## config.mk

```make
export PLATFORM = sky130hd
export DESIGN_NAME = conv_symbol_collector
export DESIGN_NICKNAME = d
export VERILOG_FILES = /design/src/rtl/conv_symbol_collector.sv
export SDC_FILE = /design/constraint.sdc
export NUM_CORES = 1
export LEC_CHECK = 0
export BUFFER_PORTS_ARGS = -buffer_cell sky130_fd_sc_hd__clkbuf_2
export CORE_UTILIZATION = 45
export DETAILED_ROUTE_END_ITERATION = 10
export PLACE_DENSITY = 0.7
export SYNTH_ARGS = -nofsm -noshare
export SYNTH_HDL_FRONTEND = slang
export SYNTH_SLANG_ARGS = --single-unit
```

## constraint.sdc

```tcl
create_clock -name clk -period 7.4 [get_ports clk]
set_clock_uncertainty 0.05 [all_clocks]
set_input_delay 0.74 -clock clk [delete_from_list [all_inputs] [get_ports clk]]
set_output_delay 0.74 -clock clk [all_outputs]
set_load 0.005 [all_outputs]
```

## src/rtl/conv_symbol_collector.sv

```systemverilog
// conv_symbol_collector
// Receive-side collector for the 3-stream convolutional encoder output.
// Each stream dk is packed LSB-first into bytes. All three bytes go to the
// data FIFOs together under one strobe. One metadata byte per block records
// the block size and whether the block completed (err=0) or was cut short by
// a new start symbol (err=1).
//
// Ports:
//   clk, reset             clock (rising edge), async active-high reset
//   enc_valid              dOut carries a symbol this cycle
//   enc_start              with enc_valid: first symbol of a block
//   enc_size               block size, sampled with enc_start (0 small, 1 large)
//   dOut[2:0]              coded symbol, bit k belongs to stream dk
//   out_full               any output FIFO full
//   ready                  symbol accepted this cycle (combinational)
//   out_data0..2           packed bytes for streams d0..d2
//   wrreq_out              one-cycle write strobe for the three data FIFOs
//   out_meta               {6'b0, err, size}
//   wrreq_meta             one-cycle write strobe for the meta FIFO
//   busy                   a block is open
//   overflow               sticky: a symbol arrived while ready was low
module conv_symbol_collector #(
  parameter int LEN_SMALL = 1056,
  parameter int LEN_LARGE = 6144,
  parameter int CNT_W     = 13
) (
  input  logic       clk,
  input  logic       reset,
  input  logic       enc_valid,
  input  logic       enc_start,
  input  logic       enc_size,
  input  logic [2:0] dOut,
  input  logic       out_full,
  output logic       ready,
  output logic [7:0] out_data0,
  output logic [7:0] out_data1,
  output logic [7:0] out_data2,
  output logic       wrreq_out,
  output logic [7:0] out_meta,
  output logic       wrreq_meta,
  output logic       busy,
  output logic       overflow
);

  localparam logic [0:0] ST_IDLE    = 1'b0;
  localparam logic [0:0] ST_COLLECT = 1'b1;

  localparam logic [CNT_W-1:0] LEN_S = CNT_W'(LEN_SMALL);
  localparam logic [CNT_W-1:0] LEN_L = CNT_W'(LEN_LARGE);

  logic [0:0]       state_q, state_d;
  logic             size_q, size_d;
  logic [CNT_W-1:0] cnt_q, cnt_d;
  logic [2:0][7:0]  shreg_q, shreg_d;
  logic [2:0][7:0]  data_q, data_d;
  logic             wr_out_q, wr_out_d;
  logic [7:0]       meta_q, meta_d;
  logic             wr_meta_q, wr_meta_d;
  logic             ovf_q, ovf_d;

  logic             accept;
  logic [CNT_W-1:0] cnt_inc;
  logic [CNT_W-1:0] len_cur;
  logic [2:0][7:0]  shreg_ins;

  // ready is forced low during reset so nothing is accepted while the
  // collector is being cleared.
  assign ready   = !out_full && !reset;
  assign accept  = enc_valid && ready;
  assign cnt_inc = cnt_q + 1'b1;
  assign len_cur = size_q ? LEN_L : LEN_S;

  // Current shift registers with this cycle's symbol dropped into the bit
  // slot selected by the low counter bits. When that completes a byte, this
  // is also the value written out.
  always_comb begin
    shreg_ins = shreg_q;
    for (int k = 0; k < 3; k++)
      shreg_ins[k][cnt_q[2:0]] = dOut[k];
  end

  always_comb begin
    state_d   = state_q;
    size_d    = size_q;
    cnt_d     = cnt_q;
    shreg_d   = shreg_q;
    data_d    = data_q;
    meta_d    = meta_q;
    wr_out_d  = 1'b0;
    wr_meta_d = 1'b0;
    ovf_d     = ovf_q || (enc_valid && !ready);

    if (accept) begin
      if (enc_start) begin
        // A start inside an open block closes the old block as errored.
        // Its partial byte is simply overwritten.
        if (state_q == ST_COLLECT) begin
          wr_meta_d = 1'b1;
          meta_d    = {6'b0, 1'b1, size_q};
        end
        state_d = ST_COLLECT;
        size_d  = enc_size;
        cnt_d   = CNT_W'(1);
        for (int k = 0; k < 3; k++)
          shreg_d[k] = {7'b0, dOut[k]};
      end else if (state_q == ST_COLLECT) begin
        shreg_d = shreg_ins;
        cnt_d   = cnt_inc;
        if (cnt_inc[2:0] == 3'd0) begin
          wr_out_d = 1'b1;
          data_d   = shreg_ins;
        end
        // Both lengths are multiples of 8, so block end always coincides
        // with a byte write.
        if (cnt_inc == len_cur) begin
          wr_meta_d = 1'b1;
          meta_d    = {6'b0, 1'b0, size_q};
          state_d   = ST_IDLE;
          cnt_d     = '0;
        end
      end
    end
  end

  always_ff @(posedge clk or posedge reset) begin
    if (reset) begin
      state_q   <= ST_IDLE;
      size_q    <= 1'b0;
      cnt_q     <= '0;
      shreg_q   <= '0;
      data_q    <= '0;
      wr_out_q  <= 1'b0;
      meta_q    <= '0;
      wr_meta_q <= 1'b0;
      ovf_q     <= 1'b0;
    end else begin
      state_q   <= state_d;
      size_q    <= size_d;
      cnt_q     <= cnt_d;
      shreg_q   <= shreg_d;
      data_q    <= data_d;
      wr_out_q  <= wr_out_d;
      meta_q    <= meta_d;
      wr_meta_q <= wr_meta_d;
      ovf_q     <= ovf_d;
    end
  end

  assign out_data0  = data_q[0];
  assign out_data1  = data_q[1];
  assign out_data2  = data_q[2];
  assign wrreq_out  = wr_out_q;
  assign out_meta   = meta_q;
  assign wrreq_meta = wr_meta_q;
  assign busy       = (state_q == ST_COLLECT);
  assign overflow   = ovf_q;

endmodule

```

==> results of run 1 <==
## cell usage in the layout (no fill, tap or decap), types with 2 or more instances in the layout
| cell | n |
|---|---|
| o21ai_0 | 40 |
| and3_1 | 3 |
| dfrtp_1 | 68 |
| mux2i_1 | 25 |
| a22o_1 | 24 |
| nand2_1 | 45 |
| o31ai_1 | 2 |
| nand3_1 | 6 |
| conb_1 | 6 |
| a21oi_1 | 7 |
| nand2b_1 | 2 |
| nand4_1 | 3 |
| inv_1 | 3 |
| and2_1 | 4 |
| ha_1 | 2 |
| mux2_2 | 5 |
| or2_2 | 2 |
| nor2_1 | 11 |
| a31oi_1 | 3 |
| nand3b_1 | 2 |
| clkbuf_2 | 39 |
| xnor2_1 | 5 |
| clkinv_2 | 2 |
| nor3b_1 | 3 |
| buf_4 | 3 |
| or3_2 | 2 |
| clkbuf_1 | 2 |
| clkbuf_8 | 10 |
| nor3_1 | 13 |
## power breakdown
group | total (µW) | leakage (µW) | switching (µW) | internal [µW]
registers | 447 | 0.000894 | 41.7 | 406
logic | 159 | 0.000712 | 85.9 | 73.4
clock network | 306 | 0.000100 | 142 | 165
total | 913 | 0.00171 | 269 | 644
## state kept, by name (all words and copies together), names as in the netlist
signal	count
size_q	1
out_data1	8
cnt_q	13
overflow	1
out_data2	8
out_meta	2
wrreq_meta	1
wrreq_out	1
busy	1
out_data0	8
shreg_q	24
## per-stage QoR
step	utilization [%]	cells	setup WS, ns
final	52.2	462	4.10
after global routing	52.2	462	3.86
after CTS	52.2	462	4.12
after detailed placement	49.5	446	4.15
after global placement	49.5	446	4.23
after floorplan	-	333	4.61
## worst max path at each step
stage,from,endpoint,slack (ns),cells past startpoint
2_1_floorplan,cnt_q[0],out_meta[0],4.61,8
3_3_place_gp,cnt_q[0],out_meta[0],4.23,8
3_5_place_dp,cnt_q[0],out_meta[0],4.15,8
4_1_cts,cnt_q[0],out_meta[0],4.12,8
5_1_grt,cnt_q[0],out_meta[0],3.86,8
6_report,cnt_q[0],out_meta[0],4.10,8
## metal layers
layer	vias up	global-route usage, %	part of all wire [%]
li1	1229	-	-
met5	-	0	0
met2	45	29.2	46
met1	1208	29.0	49
met3	10	4.57	2.9
met4	0	8.21	1.8
## cell type report
| cell class | count | area (µm²) |
|---|---|---|
| Clock inverter | 4 | 48.8 |
| Fill cell | 644 | 3470 |
| Timing Repair Buffer | 42 | 218 |
| Inverter | 4 | 15.0 |
| Multi-Input combinational cell | 233 | 1540 |
| Sequential cell | 68 | 1700 |
| Clock buffer | 12 | 145 |
| Tap cell | 99 | 124 |
## cell families (layout without fill, tap and decap cells)
logic type	count (synthesis)	after routing
adders and majority gates	2	2
and+or+nand+nor	103	103
DFF	68	68
xor gates and xnor gates	6	6
AOI/OAI and AO/OA	85	85
other	1	6
buffers and inverters	32	62
muxes	31	31
==> impl_metrics.env, run 1 <==
export IMPL_crit_chain="ha_1 > nand3_4 > nor3_1 > xor2_1 > or4_4 > a2111oi_4 > o21ai_2 > mux2_4"
export IMPL_dieHeight_um=88.6
export IMPL_design_power_total_uw=913
export IMPL_tightest_slew_ns=0.786
export IMPL_period_minus_slack_ns=3.30
export IMPL_syn_inst=328
export IMPL_max_slew_margin_pct=47.5
export IMPL_crit_path_max_incr_delay_ns=0.57
export IMPL_synthDistinctLibCells=46
export IMPL_status="completed"
export IMPL_vias_per_cell=5.39
export IMPL_grt_use_total_pct=20.1
export IMPL_hold_buffers=0
export IMPL_ir_worst_vdd_uv=119
export IMPL_critical_path_arrival_ns=3.47
export IMPL_powerDensity_mw_per_mm2=241
export IMPL_yosysTopAreaCell="dfrtp_1"
export IMPL_ctsHtreeMaxLevel=3
export IMPL_synthToLayoutAreaGrowth_pct=12.1
export IMPL_gp_congestion=0.848
export IMPL_startpoint_type="register"
export IMPL_setup_worst_path_end_class="register"
export IMPL_port_buffers=39
export IMPL_core_area_mm2=0.00725
export IMPL_cts_tree="done"
export IMPL_ys_seq_area_share_pct=50.4
export IMPL_grt_pass1_wl_um=11800
export IMPL_synth_common_cells="dfrtp_1, nand2_1, o21ai_0, mux2i_1, a22o_1"
export IMPL_synthFlopType="dfrtp_1"
export IMPL_yosys_warnings=0
export IMPL_synth_most_common_cell="dfrtp_1"
export IMPL_cts_buffers=9
export IMPL_root_buffer="clkbuf_8"
export IMPL_ff2ff_setup_slack_ns=4.10
export IMPL_rsz0062_at_grt="no"
export IMPL_drc=0
export IMPL_max_cap_viol_count=0
export IMPL_ant_nets=0
export IMPL_rows=31
export IMPL_fmax_mhz=303
export IMPL_synth_area_leaders="dfrtp_1, mux2i_1, a22o_1, o21ai_0, nand2_1"
export IMPL_drive_above_1_share_pct=20.4
export IMPL_antenna_found_initial=0
export IMPL_clock_sinks=68
export IMPL_die_w_um=88.6
export IMPL_drt_total_wl_um=6940
export IMPL_vias=2492
export IMPL_cts_path_max_buffers=2
export IMPL_dr_pass1_iters=4
export IMPL_reg2reg_from="cnt_q[0]"
export IMPL_cts_setup_buffers=0
export IMPL_synth_area_per_cell_um2=10.3
export IMPL_cts_resized=0
export IMPL_synth_mux_area_share_pct=9.52
export IMPL_hp_class="input pin to asynchronous set/reset pin"
export IMPL_drt_iter0_markers=103
export IMPL_grt_pass1_vias=2336
export IMPL_initial_utilization_pct=46.6
export IMPL_fin_hold_ws_ns=0.425
export IMPL_grt_ovfl_total=0
export IMPL_slowest_stage="a2111oi_4"
export IMPL_die_area_mm2=0.00786
export IMPL_slew_violations=0
export IMPL_yosysTopAreaCellShare_pct=50.4
export IMPL_timing_hold_violations_final=0
export IMPL_io_pin_count=46
export IMPL_grt_max_degree=42
export IMPL_setup_tns_ns=0
export IMPL_synth_edf_count=0
export IMPL_insertion_delay_ns=0.34
export IMPL_rr_worst_depth=8
export IMPL_critical_path_max_fanout=13
export IMPL_dp_hpwl_um=4700
export IMPL_synth_xor_area_share_pct=1.56
export IMPL_synth_compound_area_share_pct=16.9
export IMPL_regToRegEndpoint="out_meta[0]"
export IMPL_synth_seq_cells=68
export IMPL_n_antenna_cell=0
export IMPL_netlist_area_mm2=0.00338
export IMPL_design_area_mm2=0.00379
export IMPL_crit_type="register to register"
export IMPL_power_leakage_uw=0.00171
export IMPL_synthArstFlopShare_pct=100
export IMPL_avgRoutedWirePerCell_um=15.0
export IMPL_critPathBufInv=0
export IMPL_path_delay_family="simple AND/OR/NAND/NOR gates"
export IMPL_synth_top_family_by_area="compound AO/OA/AOI/OAI gates"
export IMPL_synth_simple_area_share_pct=16.0
export IMPL_fin_crit_sh_pct=44.6
export IMPL_setup_viol=0
export IMPL_placed_area_mm2=0.00359
export IMPL_synthAdderAreaFrac_pct=0.741
export IMPL_path_clk_slew_ns=0.08
export IMPL_fin_nets=369
export IMPL_crit_required_ns=7.58
No activity file was read; power rests on OpenSTA's default activity.
==> run 2, diff against run 1 <==
ABC_AREA = 1   (was unset)
clock period = 3.2 ns   (was 7.4 ns; I/O delays follow)
==> impl_metrics.env, run 2 <==
export IMPL_status="completed"
export IMPL_tightest_slew_ns=0.877
export IMPL_fin_nets=439
export IMPL_root_buffer="clkbuf_8"
export IMPL_yosys_warnings=0
export IMPL_final_common_cell="nand2_1"
export IMPL_switching_power_uw=751
export IMPL_ant_nets=0
export IMPL_die_area_mm2=0.00796
export IMPL_core_area_mm2=0.00729
export IMPL_synth_most_common_cell="nand2_1"
export IMPL_largest_register_ffs=24
export IMPL_synth_edf_count=0
export IMPL_fin_crit_sh_pct=70.3
export IMPL_hp_class="input pin to asynchronous set/reset pin"
export IMPL_grt_max_degree=42
export IMPL_netlist_area_mm2=0.00342
export IMPL_pwr_share_seq_pct=45.6
export IMPL_hold_buffers=0
export IMPL_setup_worst_path_end_class="register"
export IMPL_startpoint_type="register"
export IMPL_final_cell_mix="nand2_1, dfrtp_1, clkbuf_2, o21ai_0, nand3_1"
export IMPL_insertion_delay_ns=0.35
export IMPL_period_minus_slack_ns=2.25
export IMPL_max_slew_margin_pct=41.5
export IMPL_setup_tns_ns=0
export IMPL_vias=2786
export IMPL_layout_area_seq_mm2=0.00170
export IMPL_clock_sinks=68
export IMPL_cts_buffers=9
export IMPL_grt_pass1_wl_um=12700
export IMPL_reg2reg_from="cnt_q[0]"
export IMPL_multi_input_area_mm2=0.00147
export IMPL_synthDistinctLibCells=33
export IMPL_power_leakage_uw=0.00195
export IMPL_largestRegisters="shreg_q x24, cnt_q x13"
export IMPL_critical_path_max_fanout=8
export IMPL_synth_area_per_cell_um2=8.85
export IMPL_grt_pass1_vias=2644
export IMPL_initial_utilization_pct=46.9
export IMPL_p_sw_share_pct=31.7
export IMPL_cts_path_max_buffers=2
export IMPL_ff2ff_setup_slack_ns=0.95
export IMPL_ir_worst_vdd_uv=425
export IMPL_powerDensity_mw_per_mm2=608
export IMPL_path_delay_family="simple AND/OR/NAND/NOR gates"
export IMPL_drt_iter0_markers=194
export IMPL_vias_per_cell=5.24
export IMPL_design_area_mm2=0.00389
export IMPL_synth_area_leaders="dfrtp_1, nand2_1, o21ai_0, nand3_1, mux2_1"
export IMPL_path_clk_slew_ns=0.08
export IMPL_crit_path_frequent_cell="nand2_1"
export IMPL_drt_total_wl_um=7340
export IMPL_rsz0062_at_grt="no"
export IMPL_timing_hold_violations_final=0
export IMPL_fmax_mhz=445
export IMPL_n_antenna_cell=0
export IMPL_regToRegEndpoint="out_meta[1]"
export IMPL_placed_area_mm2=0.00367
export IMPL_synth_common_cells="nand2_1, dfrtp_1, o21ai_0, nand3_1, inv_1"
export IMPL_slew_violations=0
export IMPL_antenna_found_initial=0
export IMPL_die_w_um=89.2
export IMPL_synthToLayoutAreaGrowth_pct=13.7
export IMPL_largest_register="shreg_q"
export IMPL_ys_seq_area_share_pct=49.7
export IMPL_crit_type="register to register"
export IMPL_crit_chain="ha_1 > nand2_2 > nor2_2 > nand2_1 > xor2_1 > nand3b_4 > nor2_2 > nand3_2 > nand2_4 > nand2_4 > nand2_1 > nand2_1"
export IMPL_crit_required_ns=3.39
export IMPL_synthArstFlopShare_pct=100
export IMPL_crit_path_max_incr_delay_ns=0.54
export IMPL_gp_congestion=0.807
export IMPL_grt_ovfl_total=0
export IMPL_intPower_uw=1620
export IMPL_cts_resized=0
export IMPL_cts_setup_buffers=0
export IMPL_setup_viol=0
export IMPL_yosysTopAreaCell="dfrtp_1"
export IMPL_pwr_share_clk_pct=33.8
export IMPL_max_cap_viol_count=0
export IMPL_synthFlopType="dfrtp_1"
export IMPL_drc=0
export IMPL_critPathBufInv=0
export IMPL_slowest_stage="dfrtp_1"
export IMPL_fillers=690
export IMPL_avgRoutedWirePerCell_um=13.8
export IMPL_cts_tree="done"
export IMPL_port_buffers=39
export IMPL_dp_hpwl_um=5000
export IMPL_dr_pass1_iters=7
export IMPL_grt_use_total_pct=21.2
export IMPL_rows=31
export IMPL_yosysTopAreaCellShare_pct=49.7
export IMPL_io_pin_count=46
export IMPL_syn_inst=387
export IMPL_drive_above_1_share_pct=19.4
export IMPL_comb_power_share_pct=20.5
export IMPL_design_power_total_uw=2370
export IMPL_rr_worst_depth=12
export IMPL_ctsHtreeMaxLevel=3
export IMPL_critical_path_arrival_ns=2.44
export IMPL_synth_seq_cells=68
export IMPL_dieHeight_um=89.2
-- run 2: changes by cell type after synthesis, sizes merged, moves of 4 or more --
cell,change
o21ai,-4
inv,+28
a22o,-24
clkbuf,-9
nor2,+17
nand3,+27
o22ai,+5
nor3,-8
xnor2,-5
nand2,+65
and2,-5
mux2,+12
mux2i,-19
-- run 2: area by class of cell --
type                       instances  share of cell area [%]
tap                               99                    3.18
timing repair buffer              44                    5.98
clock buffer                      10                    3.53
inverter                          33                    3.53
clock inverter                     6                    2.25
multi-input combinational        272                    37.8
sequential                        68                    43.7
-- run 2: worst max-delay path by stage --
| stage | slack, ns | endpoint | startpoint | depth (start not counted) |
|---|---|---|---|---|
| CTS | 0.93 | out_data0[7] | cnt_q[0] | 5 |
| floorplan | 1.12 | busy | reset | 1 |
| finish | 0.95 | out_meta[1] | cnt_q[0] | 12 |
| global route | 0.71 | out_meta[1] | cnt_q[0] | 12 |
| global placement | 1.00 | out_data2[7] | cnt_q[0] | 5 |
| detailed placement | 0.95 | out_data0[7] | cnt_q[0] | 5 |
-- run 2: cell families (layout without fill, tap and decap cells) --
group | after synthesis | after routing | synth area share (%)
AND/OR/NAND/NOR | 182 | 182 | 24.3
flip-flops | 68 | 68 | 49.7
AO/OA/AOI/OAI | 54 | 54 | 8.63
buffers and inverters | 52 | 93 | 7.82
multiplexers | 24 | 24 | 7.68
XOR/XNOR | 4 | 4 | 1.02
adder cells (fa/ha/maj) | 2 | 2 | 0.731
other | 1 | 6 | 0.110
-- run 2: power groups by stage --
stage | clock network [µW] | logic, µW | registers, µW
6_report | 800 | 486 | 1080
5_1_grt | 848 | 562 | 1100
4_1_cts | 815 | 490 | 1080
3_5_place_dp | 0 | 487 | 1100
3_3_place_gp | 0 | 479 | 1090
2_1_floorplan | 0 | 369 | 1060
-- run 2: metal layers --
| metal | share of wire [%] | up-vias | global-route usage [%] |
|---|---|---|---|
| met5 | 0 | - | 0 |
| met2 | 49 | 97 | 34.6 |
| met3 | 5.5 | 15 | 4.71 |
| met4 | 1.6 | 0 | 8.08 |
| met1 | 44 | 1337 | 27.9 |
| li1 | - | 1337 | - |
-- run 2: stage by stage --
| stage | util [%] | cells | hold slack, ns | setup slack (ns) |
|---|---|---|---|---|
| finish | 53.4 | 532 | 0.101 | 0.950 |
| global route | 53.4 | 532 | 0.122 | 0.709 |
| CTS | 53.4 | 532 | 0.106 | 0.927 |
| detailed placement | 50.3 | 516 | 0.415 | 0.948 |
| global placement | 50.3 | 516 | 0.404 | 1.00 |
| floorplan | - | 392 | 0.371 | 1.12 |
==> run 3, diff against run 2 <==
clock period = 2.11 ns   (was 3.2 ns; I/O delays follow)
==> impl_metrics.env, run 3 (synthesized netlist as in run 2, its figures left out) <==
export IMPL_slew_violations=0
export IMPL_avgRoutedWirePerCell_um=13.6
export IMPL_clock_sinks=68
export IMPL_grt_pass1_vias=2629
export IMPL_setup_viol=0
export IMPL_largestRegisters="shreg_q x24, cnt_q x13"
export IMPL_power_leakage_uw=0.00199
export IMPL_comb_power_share_pct=21.9
export IMPL_fin_nets=443
export IMPL_drt_iter0_markers=148
export IMPL_root_buffer="clkbuf_8"
export IMPL_min_from="enc_size"
export IMPL_powerDensity_mw_per_mm2=936
export IMPL_rsz0062_at_grt="no"
export IMPL_fin_crit_sh_pct=94.1
export IMPL_io_pin_count=46
export IMPL_drc=0
export IMPL_dp_hpwl_um=4920
export IMPL_reg2reg_from="cnt_q[0]"
export IMPL_critical_path_arrival_ns=2.17
export IMPL_pwr_share_clk_pct=35.5
export IMPL_die_w_um=89.2
export IMPL_fmax_mhz=504
export IMPL_dr_pass1_iters=4
export IMPL_core_area_mm2=0.00729
export IMPL_crit_type="register to register"
export IMPL_insertion_delay_ns=0.34
export IMPL_hp_class="input pin to register"
export IMPL_period_minus_slack_ns=1.98
export IMPL_max_cap_viol_count=0
export IMPL_ctsHtreeMaxLevel=3
export IMPL_ir_worst_vdd_uv=565
export IMPL_n_antenna_cell=0
export IMPL_die_area_mm2=0.00796
export IMPL_switching_power_uw=1150
export IMPL_intPower_uw=2600
export IMPL_fillers=663
export IMPL_ant_nets=0
export IMPL_layout_area_seq_mm2=0.00170
export IMPL_critical_path_max_fanout=7
export IMPL_multi_input_area_mm2=0.00152
export IMPL_port_buffers=39
export IMPL_timing_hold_violations_final=0
export IMPL_grt_ovfl_total=0
export IMPL_p_sw_share_pct=30.7
export IMPL_synthToLayoutAreaGrowth_pct=17.4
export IMPL_grt_use_total_pct=20.5
export IMPL_cts_setup_buffers=0
export IMPL_startpoint_type="register"
export IMPL_final_common_cell="nand2_1"
export IMPL_path_clk_slew_ns=0.07
export IMPL_vias_per_cell=5.10
export IMPL_drt_total_wl_um=7310
export IMPL_critPathLaunch="cnt_q[0]"
export IMPL_cts_tree="done"
export IMPL_grt_max_degree=52
export IMPL_initial_utilization_pct=46.9
export IMPL_setup_tns_ns=0
export IMPL_cts_buffers=9
export IMPL_pwr_share_seq_pct=42.6
export IMPL_antenna_found_initial=0
export IMPL_status="completed"
export IMPL_rows=31
export IMPL_largest_register="shreg_q"
export IMPL_grt_pass1_wl_um=12300
export IMPL_crit_required_ns=2.29
export IMPL_largest_register_ffs=24
export IMPL_vias=2731
export IMPL_drive_above_1_share_pct=21.1
export IMPL_gp_congestion=0.827
export IMPL_final_cell_mix="nand2_1, dfrtp_1, clkbuf_2, o21ai_0, nand3_1"
export IMPL_design_power_total_uw=3760
export IMPL_setup_worst_path_end_class="register"
export IMPL_cts_path_max_buffers=2
export IMPL_dieHeight_um=89.2
[run 3: cell types whose count changed in the layout (fill, tap and decap cells not counted), moves of 2 or more]
cell	before	now
nor2_4	2	6
buf_12	0	2
nor2_1	23	21
nor2_2	3	1
xor2_1	4	2
xor2_2	0	2
[run 3: cell type report]
cell class / instances / area share [%]
Clock buffer: 10 / 3.43
Multi-Input combinational cell: 272 / 37.7
Timing Repair Buffer: 48 / 7.23
Sequential cell: 68 / 42.4
Inverter: 33 / 3.43
Tap cell: 99 / 3.08
Clock inverter: 6 / 2.77
[run 3: worst paths after layout]
check / to / slack, ns / cells past startpoint
max in group asynchronous: out_data2[2] / 1.02 / 4
min in group asynchronous: out_data2[0] / 0.39 / 3
setup / recovery: out_meta[0] / 0.13 / 12
hold reg to reg: overflow / 0.43 / 1
hold / removal: size_q / 0.04 / 3
setup reg to reg: out_meta[0] / 0.13 / 12
[run 3: metrics by stage]
step / std cells / cell area [µm²] / util, % / hold WS, ns / setup slack [ns]
floorplan: 392 / 3440 / - / 0.262 / 0.137
global placement: 519 / 3720 / 51.0 / 0.183 / 0.172
detailed placement: 519 / 3720 / 51.0 / 0.195 / 0.0987
CTS: 536 / 3980 / 54.5 / 0.0305 / 0.0937
global route: 536 / 4020 / 55.1 / 0.0335 / 0.00165
finish: 536 / 4020 / 55.1 / 0.0385 / 0.125
[run 3: what timing repair did]
action,4_1_cts,5_1_grt
hold buffers,1,0
endpoints found under the setup margin,0,15
gates resized for setup,0,9
endpoints found under the hold margin,17,0
[run 3: critical path, stage by stage (launching register included)]
cell	delay [ns]
dfrtp_1	0.36
ha_2	0.20
nand2_2	0.11
o21ai_0	0.29
nand2_1	0.10
nor2_1	0.12
nand2_1	0.11
nor2_4	0.12
nand3_2	0.12
nand2_4	0.14
nand2_4	0.06
nand2_1	0.06
nand2_1	0.04
[run 3: power groups by stage]
stage	sequential (µW)	clock, µW	combinational, µW
finish	1600	1330	822
global route	1620	1400	944
CTS	1600	1360	819
detailed placement	1620	0	813
global placement	1620	0	794
floorplan	1610	0	559
[run 3: routing by layer]
layer	up-vias	part of all wire [%]	GRT usage (%)	wire length (µm)
li1	1344	-	-	-
met1	1314	45	26.6	3320
met2	63	49	32.9	3570
met3	10	4.4	5.17	318
met4	0	1.4	8.23	99
met5	-	0	0	0
